--- src/rtl/button_debounce.sv ---
`default_nettype none
// ============================================================================
// Module      : button_debounce
// Description : Multi-channel push-button conditioner. Each channel has a
//               2-flop synchronizer, an active-low to active-high inversion
//               and a stable-count debouncer. It produces a debounced level
//               and registered one-cycle press/release pulses.
//               Optional auto-repeat of press pulses while a button is held
//               is enabled by defining the macro BUTTON_AUTOREPEAT_EN.
// Revision    : 1.0 - initial release
// ============================================================================
module button_debounce #(
   parameter int NUM_BUTTONS     = 3,
   parameter int DEBOUNCE_CYCLES = 120_000,
   parameter int REPEAT_DELAY    = 6_000_000,
   parameter int REPEAT_PERIOD   = 1_200_000
) (
   input  logic                   clk,
   input  logic                   reset,
   input  logic [NUM_BUTTONS-1:0] button_i,
   output logic [NUM_BUTTONS-1:0] pressed_o,
   output logic [NUM_BUTTONS-1:0] press_o,
   output logic [NUM_BUTTONS-1:0] release_o
);

   localparam int               c_CNT_W    = $clog2(DEBOUNCE_CYCLES + 1);
   localparam logic [c_CNT_W-1:0] c_CNT_LAST = c_CNT_W'(DEBOUNCE_CYCLES - 1);

`ifdef BUTTON_AUTOREPEAT_EN
   localparam int               c_REP_MAX      = (REPEAT_DELAY > REPEAT_PERIOD) ?
                                                 REPEAT_DELAY : REPEAT_PERIOD;
   localparam int               c_REP_W        = $clog2(c_REP_MAX + 1);
   localparam logic [c_REP_W-1:0] c_REP_DLY_LAST = c_REP_W'(REPEAT_DELAY - 1);
   localparam logic [c_REP_W-1:0] c_REP_PER_LAST = c_REP_W'(REPEAT_PERIOD - 1);
`endif

   // Elaboration-time sanity hook; also keeps the repeat parameters referenced
   // when the auto-repeat feature is compiled out.
   if (DEBOUNCE_CYCLES < 1 || REPEAT_DELAY < 0 || REPEAT_PERIOD < 0) begin : g_illegal_params
   end

   for (genvar g = 0; g < NUM_BUTTONS; g++) begin : g_chan
      logic               sync_meta_q;
      logic               sync_n_q;
      logic [c_CNT_W-1:0] cnt_q,     cnt_d;
      logic               pressed_q, pressed_d;
      logic               press_q,   press_d;
      logic               release_q, release_d;
      logic               w_differs;
      logic               w_toggle;
      logic               w_repeat;

      // Two-flop synchronizer; the pad is inverted on entry so 0 means released
      always_ff @(posedge clk) begin
         if (reset) begin
            sync_meta_q <= 1'b0;
            sync_n_q    <= 1'b0;
         end else begin
            sync_meta_q <= ~button_i[g];
            sync_n_q    <= sync_meta_q;
         end
      end

      assign w_differs = sync_n_q ^ pressed_q;
      // The cycle the count would reach DEBOUNCE_CYCLES is the toggle cycle
      assign w_toggle  = w_differs && (cnt_q == c_CNT_LAST);

`ifdef BUTTON_AUTOREPEAT_EN
      logic [c_REP_W-1:0] rep_cnt_q,   rep_cnt_d;
      logic               rep_first_q, rep_first_d;

      // Repeat timer: initial delay after the press, then a fixed period
      always_comb begin
         rep_cnt_d   = rep_cnt_q;
         rep_first_d = rep_first_q;
         w_repeat    = 1'b0;
         if (!pressed_q || w_toggle) begin
            rep_cnt_d   = '0;
            rep_first_d = 1'b1;
         end else if (rep_cnt_q == (rep_first_q ? c_REP_DLY_LAST : c_REP_PER_LAST)) begin
            w_repeat    = 1'b1;
            rep_cnt_d   = '0;
            rep_first_d = 1'b0;
         end else begin
            rep_cnt_d   = rep_cnt_q + c_REP_W'(1);
         end
      end

      // Repeat timer state
      always_ff @(posedge clk) begin
         if (reset) begin
            rep_cnt_q   <= '0;
            rep_first_q <= 1'b1;
         end else begin
            rep_cnt_q   <= rep_cnt_d;
            rep_first_q <= rep_first_d;
         end
      end
`else
      assign w_repeat = 1'b0;
`endif

      // Debounce counter, debounced level and edge pulses next-state
      always_comb begin
         cnt_d = cnt_q;
         if (!w_differs || w_toggle) begin
            cnt_d = '0;
         end else begin
            cnt_d = cnt_q + c_CNT_W'(1);
         end
         pressed_d = pressed_q ^ w_toggle;
         press_d   = (w_toggle & ~pressed_q) | w_repeat;
         release_d = w_toggle & pressed_q;
      end

      // Debounce state and registered outputs
      always_ff @(posedge clk) begin
         if (reset) begin
            cnt_q     <= '0;
            pressed_q <= 1'b0;
            press_q   <= 1'b0;
            release_q <= 1'b0;
         end else begin
            cnt_q     <= cnt_d;
            pressed_q <= pressed_d;
            press_q   <= press_d;
            release_q <= release_d;
         end
      end

      assign pressed_o[g] = pressed_q;
      assign press_o[g]   = press_q;
      assign release_o[g] = release_q;
   end

endmodule
`default_nettype wire

--- config.mk ---
export PLATFORM = sky130hd
export DESIGN_NAME = button_debounce
export DESIGN_NICKNAME = d
export VERILOG_FILES = /design/src/rtl/button_debounce.sv
export SDC_FILE = /design/constraint.sdc
export NUM_CORES = 1
export LEC_CHECK = 0
export BUFFER_PORTS_ARGS = -buffer_cell sky130_fd_sc_hd__clkbuf_2
export CAP_MARGIN = 20
export CELL_PAD_IN_SITES_DETAIL_PLACEMENT = 1
export CELL_PAD_IN_SITES_GLOBAL_PLACEMENT = 2
export CORE_ASPECT_RATIO = 1.4
export CORE_MARGIN = 5
export CORE_UTILIZATION = 40
export CTS_BUF_LIST = sky130_fd_sc_hd__clkbuf_4
export DETAILED_ROUTE_END_ITERATION = 8
export GPL_ROUTABILITY_DRIVEN = 0
export PLACE_DENSITY_LB_ADDON = 0.1
export SLEW_MARGIN = 20
export SYNTH_ARGS = -nofsm -noshare
export SYNTH_HDL_FRONTEND = slang
export SYNTH_SLANG_ARGS = --single-unit
--- constraint.sdc ---
create_clock -name clk -period 2.3 [get_ports clk]
set_clock_uncertainty 0.05 [all_clocks]
set_input_delay 0.46 -clock clk [delete_from_list [all_inputs] [get_ports clk]]
set_output_delay 0.46 -clock clk [all_outputs]
set_load 0.1 [all_outputs]
* Word level (Yosys, flattened, before mapping)
Index checks and enable logic that the tools add are counted.
Storage, ports and cells: word-level logic and storage cells 54, output and inout bits 9, input port bits 5, flip-flop bits (word level) 66
Cells by class: add/sub/neg operators 3, bitwise logic cells 18, equal/unequal tests 3, reductions and logical operators 12
Operators by type and width (number):
- $add 17x1->17 const B | 3
- $eq 17x17->1 const B | 3
- $and 1x1->1 | 6
- $not 1->1 | 6
- $reduce_or 2->1 | 3
- $xor 1x1->1 | 6
- $logic_and 1x1->1 | 3
- $logic_not 1->1 | 3
- $logic_or 1x1->1 | 3

* Longest topological paths before layout
word-level depth 4, gate-level depth with buffers 7, mapped depth without buffers 5

* Worst setup path after synthesis
Ideal clock, no wire load.
path kind register to register, start register g_chan[0].cnt_q[0], end register g_chan[0].cnt_q[4], arrival time 1.516 ns, setup slack 0.619 ns, data required time 2.135 ns, cell stages (with the launch flop) 8, library setup time 0.115 ns, path buffers 2, clock period less this slack 1.681 ns, cell sequence dfxtp_1 > ha_1 > nand3_1 > nor2_1 > a31o_2 > buf_4 > buf_4 > nor2_1
On the way: longest elaborated chain between the ends 4, elaborated cells between the ends (all ways) 5, those cells by class add/sub (1); eq/ne (1); reduce/logical (3)
RTL lines:
- start, declared | RTL line 45 | logic [c_CNT_W-1:0] cnt_q, cnt_d;
- start signal, assigned | RTL line 124 | cnt_q <= cnt_d;
- parallel branches: the longest is 4 deep, another holds $add 17x1->17
Parallel ways; which one is timed is not known. A chain may end at the register's enable or synchronous reset.

* Final worst setup path
start register g_chan[0].cnt_q[0], end register g_chan[0].cnt_q[5]
The elaborated chain is that of the path after synthesis.

==> results <==
- The flow ran to the end, and the final reports show no timing, DRC or antenna violations.
- The number of sinks on the clock net is 66.
- The total count of hold-check failures in the final report came to 0.
- The global-route congestion overflow total is 0.
- Final hold analysis gives a worst-case slack of 0.145 ns.
- The area enclosed by the die boundary is 0.00893 sq mm.
- Once detail routing completed, the nets flagged for antenna violations numbered 0.
- The sort of element at the start of the critical path is a register.
- The initial antenna violation count is 0.
- Synthesis produced a netlist whose cell count is 315.
- The die outline height is 110 microns.
- For this design the ratio of total power to cell area is between 600 and 700 mW/mm^2.
- After clock tree synthesis, the clock-pin slew on the worst setup and hold paths is between 0.1 and 0.15 ns.
- The clock latency at the later pin of the worst-skew pair is about 0.40 ns.
- TritonCTS built the clock tree.
- The routed length per placed instance is roughly 14 microns.
- After clock tree synthesis, the flow added hold-fix buffers numbering 0.
- The detailed placement HPWL is 4240 microns.
- The actual transition at the worst max-transition pin is 0.562 ns.
- The longest clock path from root to sink contains 2 buffers.
- The repair_antennas step left the layout with diodes totalling 0.
- The depth of the worst hold-timing path is 2.
- At the end of the flow, the number of nets in the layout was 334.
- The mean area per synthesized cell is 9.04 sq um.
- The relative area change from synthesis to final layout is 8.88%.
- For the worst setup path, the data arrival time is around 2.2 ns.
- The number of placement rows is 36.
- The mapped netlist covers 0.00285 sq mm.
- The final critical delay including setup and external delays is 1.92 ns.
- The ratio of cells with drive above 1 in the final layout is roughly 13%.
- In the routed layout, each cell is associated on average with a via count of between 5 and 6.
- Buffers placed on the I/O ports in this run total 13.
- Of the available clock period, the critical path in the final layout requires 83.6%.
- At the placement stage, the worst setup path has a slack of 0.342 ns.
- In this run the worst path has a maximum fanout of 17.
- The normalized max-slew margin is 62.7%.
- The total CTS buffers is 9.
- The count of maximum capacitance violations is 0.
- Summing the sequential cell areas from Yosys gives 46.4% of the chip area.
- Across all setup checks in the final design, the least slack found is 0.377 ns.
- The total setup buffers inserted after CTS is 0.
- The H-tree generated during clock tree synthesis spans 3 levels.
- The clock tree root driver cell is sky130_fd_sc_hd__clkbuf_4.
- In the routed design, unresolved DRC markers number 0.
- The count of pins on the block boundary is 14.
- The number of synthesized register bits is 66.
- After synthesis, the share of flip-flops with an asynchronous set or reset is 0%.
- The tightest min-delay check is of the in -> reg type.
- The data required time at the worst endpoint is 2.53 ns.
- The number of setup violations in the final report is 0.
- The first detailed-routing pass took 4 iterations.
- In this run, distinct cell masters in the synthesized netlist total around 40.
- Entering global routing, the biggest net connects 19 pins.
- The total number of vias is 2200.
- The leakage power is 0.924 nW.
- Global routing consumed, over all layers together, 14.9% of the routing resources.
- Measured in cells, the most critical reg-to-reg path has a length of 5.
- The number of global-route vias before repair is between 2000 and 2500.
- The worst-case IR drop observed on VDD is 0.000314 V.
- The first global-routing pass estimated 10300 microns of wire.
- The synthesized design contains 0 enable-type register cells.
- The final layout contains routed wiring with a total length of 5820 microns.
- In the synthesized netlist the dominant register cell turns out to be sky130_fd_sc_hd__dfxtp_1.
- Timing would allow up to 0.520 GHz.
- After routing, the total negative slack on setup checks comes to 0 ns.
- Post-CTS repair changed the size of 0 cells.
- The die is 81.3 microns wide.
- The core region is 0.00694 sq mm.
- Setup repair after global routing left no endpoint under its margin.
- The detailed router finished its first iteration with 53 violations.
- The worst setup path is captured at a register.
- The critical path is of the reg -> reg type.
- The total nets after synthesis is between 300 and 400.
- The Yosys step of the flow raised 0 warnings.
- The effective utilization at floorplan is 41.1%.
- The count of final max-slew check failures came to 0.
final timing paths:
kind / from / slack (ns) / endpoint
hold / removal: button_i[1] / 0.15 / g_chan[1].sync_meta_q
hold reg to reg: g_chan[1].sync_meta_q / 0.40 / g_chan[1].sync_n_q
setup reg to reg: g_chan[0].cnt_q[0] / 0.38 / g_chan[0].cnt_q[5]
setup / recovery: g_chan[0].cnt_q[0] / 0.38 / g_chan[0].cnt_q[5]
worst max-delay path: stages (launching register included):
cell,delay (ns)
sky130_fd_sc_hd__dfxtp_1,0.39
sky130_fd_sc_hd__ha_1,0.20
sky130_fd_sc_hd__nand3_1,0.25
sky130_fd_sc_hd__nor2_1,0.38
sky130_fd_sc_hd__a31o_2,0.45
sky130_fd_sc_hd__nor2_1,0.09
layer usage:
layer	wire (microns)	track usage [%]
met2	3140	27.0
met3	126	3.44
met4	135	7.25
met5	0	0
met1	2420	15.9
layout by cell type (no fill, tap or decap), types with 2 or more instances in the layout:
cell type / count
sky130_fd_sc_hd__and4_1: 3
sky130_fd_sc_hd__clkinv_2: 2
sky130_fd_sc_hd__a21oi_1: 6
sky130_fd_sc_hd__nand2b_1: 6
sky130_fd_sc_hd__a31o_2: 2
sky130_fd_sc_hd__ha_1: 3
sky130_fd_sc_hd__nor2_1: 57
sky130_fd_sc_hd__nor4_2: 3
sky130_fd_sc_hd__nor4_1: 10
sky130_fd_sc_hd__xnor2_1: 30
sky130_fd_sc_hd__xor2_1: 12
sky130_fd_sc_hd__o21ai_2: 2
sky130_fd_sc_hd__and3_1: 2
sky130_fd_sc_hd__nand2_1: 14
sky130_fd_sc_hd__bufinv_16: 2
sky130_fd_sc_hd__nand3_1: 21
sky130_fd_sc_hd__buf_4: 2
sky130_fd_sc_hd__inv_1: 9
sky130_fd_sc_hd__nand4_2: 2
sky130_fd_sc_hd__clkbuf_2: 13
sky130_fd_sc_hd__clkbuf_4: 10
sky130_fd_sc_hd__nor2b_1: 4
sky130_fd_sc_hd__dfxtp_1: 66
sky130_fd_sc_hd__nor3_1: 14
sky130_fd_sc_hd__nor4b_1: 2
sky130_fd_sc_hd__nand4_1: 15
area by class of cell:
class / instances / area, sq um
clock buffers: 10 / 75.1
clock inverters: 6 / 81.3
inverters: 9 / 33.8
fillers: 873 / 3840
multi-input cells: 225 / 1390
well taps: 95 / 119
flip-flops and latches: 66 / 1320
repair buffers: 15 / 80.1
cells in the mapped netlist (2+ instances only):
library cell / instances / area share [%]
sky130_fd_sc_hd__a21oi_1: 6 / 1.1
sky130_fd_sc_hd__a31o_2: 2 / 0.62
sky130_fd_sc_hd__and3_1: 2 / 0.44
sky130_fd_sc_hd__and4_1: 3 / 0.92
sky130_fd_sc_hd__buf_4: 12 / 3.2
sky130_fd_sc_hd__clkbuf_1: 2 / 0.26
sky130_fd_sc_hd__dfxtp_1: 66 / 46
sky130_fd_sc_hd__ha_1: 3 / 1.3
sky130_fd_sc_hd__inv_1: 9 / 1.2
sky130_fd_sc_hd__nand2_1: 14 / 1.8
sky130_fd_sc_hd__nand2b_1: 6 / 1.3
sky130_fd_sc_hd__nand3_1: 21 / 3.7
sky130_fd_sc_hd__nand4_1: 15 / 3.3
sky130_fd_sc_hd__nand4_2: 2 / 0.88
sky130_fd_sc_hd__nor2_1: 57 / 7.5
sky130_fd_sc_hd__nor2b_1: 4 / 0.88
sky130_fd_sc_hd__nor3_1: 14 / 2.5
sky130_fd_sc_hd__nor4_1: 10 / 2.2
sky130_fd_sc_hd__nor4_2: 3 / 1.3
sky130_fd_sc_hd__nor4b_1: 2 / 0.62
sky130_fd_sc_hd__o21ai_2: 2 / 0.62
sky130_fd_sc_hd__xnor2_1: 30 / 9.2
sky130_fd_sc_hd__xor2_1: 12 / 3.7
kinds of logic (layout without fill, tap and decap cells):
logic type      count (synthesis)  count (layout)  share of synthesized area [%]
simple gates                  162             162                           30.0
flops                          66              66                           46.4
xor+xnor                       42              42                           12.9
buf+inv                        24              40                           4.79
compound gates                 18              18                           4.57
fa+ha+maj                       3               3                           1.32
registers in the layout, indices dropped and copies added (netlist names), named ones only:
signal	flops
g_chan.press_q	3
g_chan.release_q	3
g_chan.sync_n_q	3
g_chan.cnt_q	51
g_chan.sync_meta_q	3
where the power goes:
part	internal, W	switching, W
Clock	0.000446	0.000405
Sequential	0.00115	0.00000383
Combinational	0.00000910	0.0000159
Total	0.00160	0.000425
stage by stage:
stage          total power (W)  utilization [%]  area [sq um]  instances
2_1_floorplan          0.00120                -          2850        315
3_3_place_gp           0.00120             42.4          2940        410
3_5_place_dp           0.00120             42.4          2940        410
4_1_cts                0.00207             44.7          3100        426
5_1_grt                0.00212             44.7          3100        426
6_report               0.00203             44.7          3100        426
Note: power is estimated with default switching activity, not from simulation.
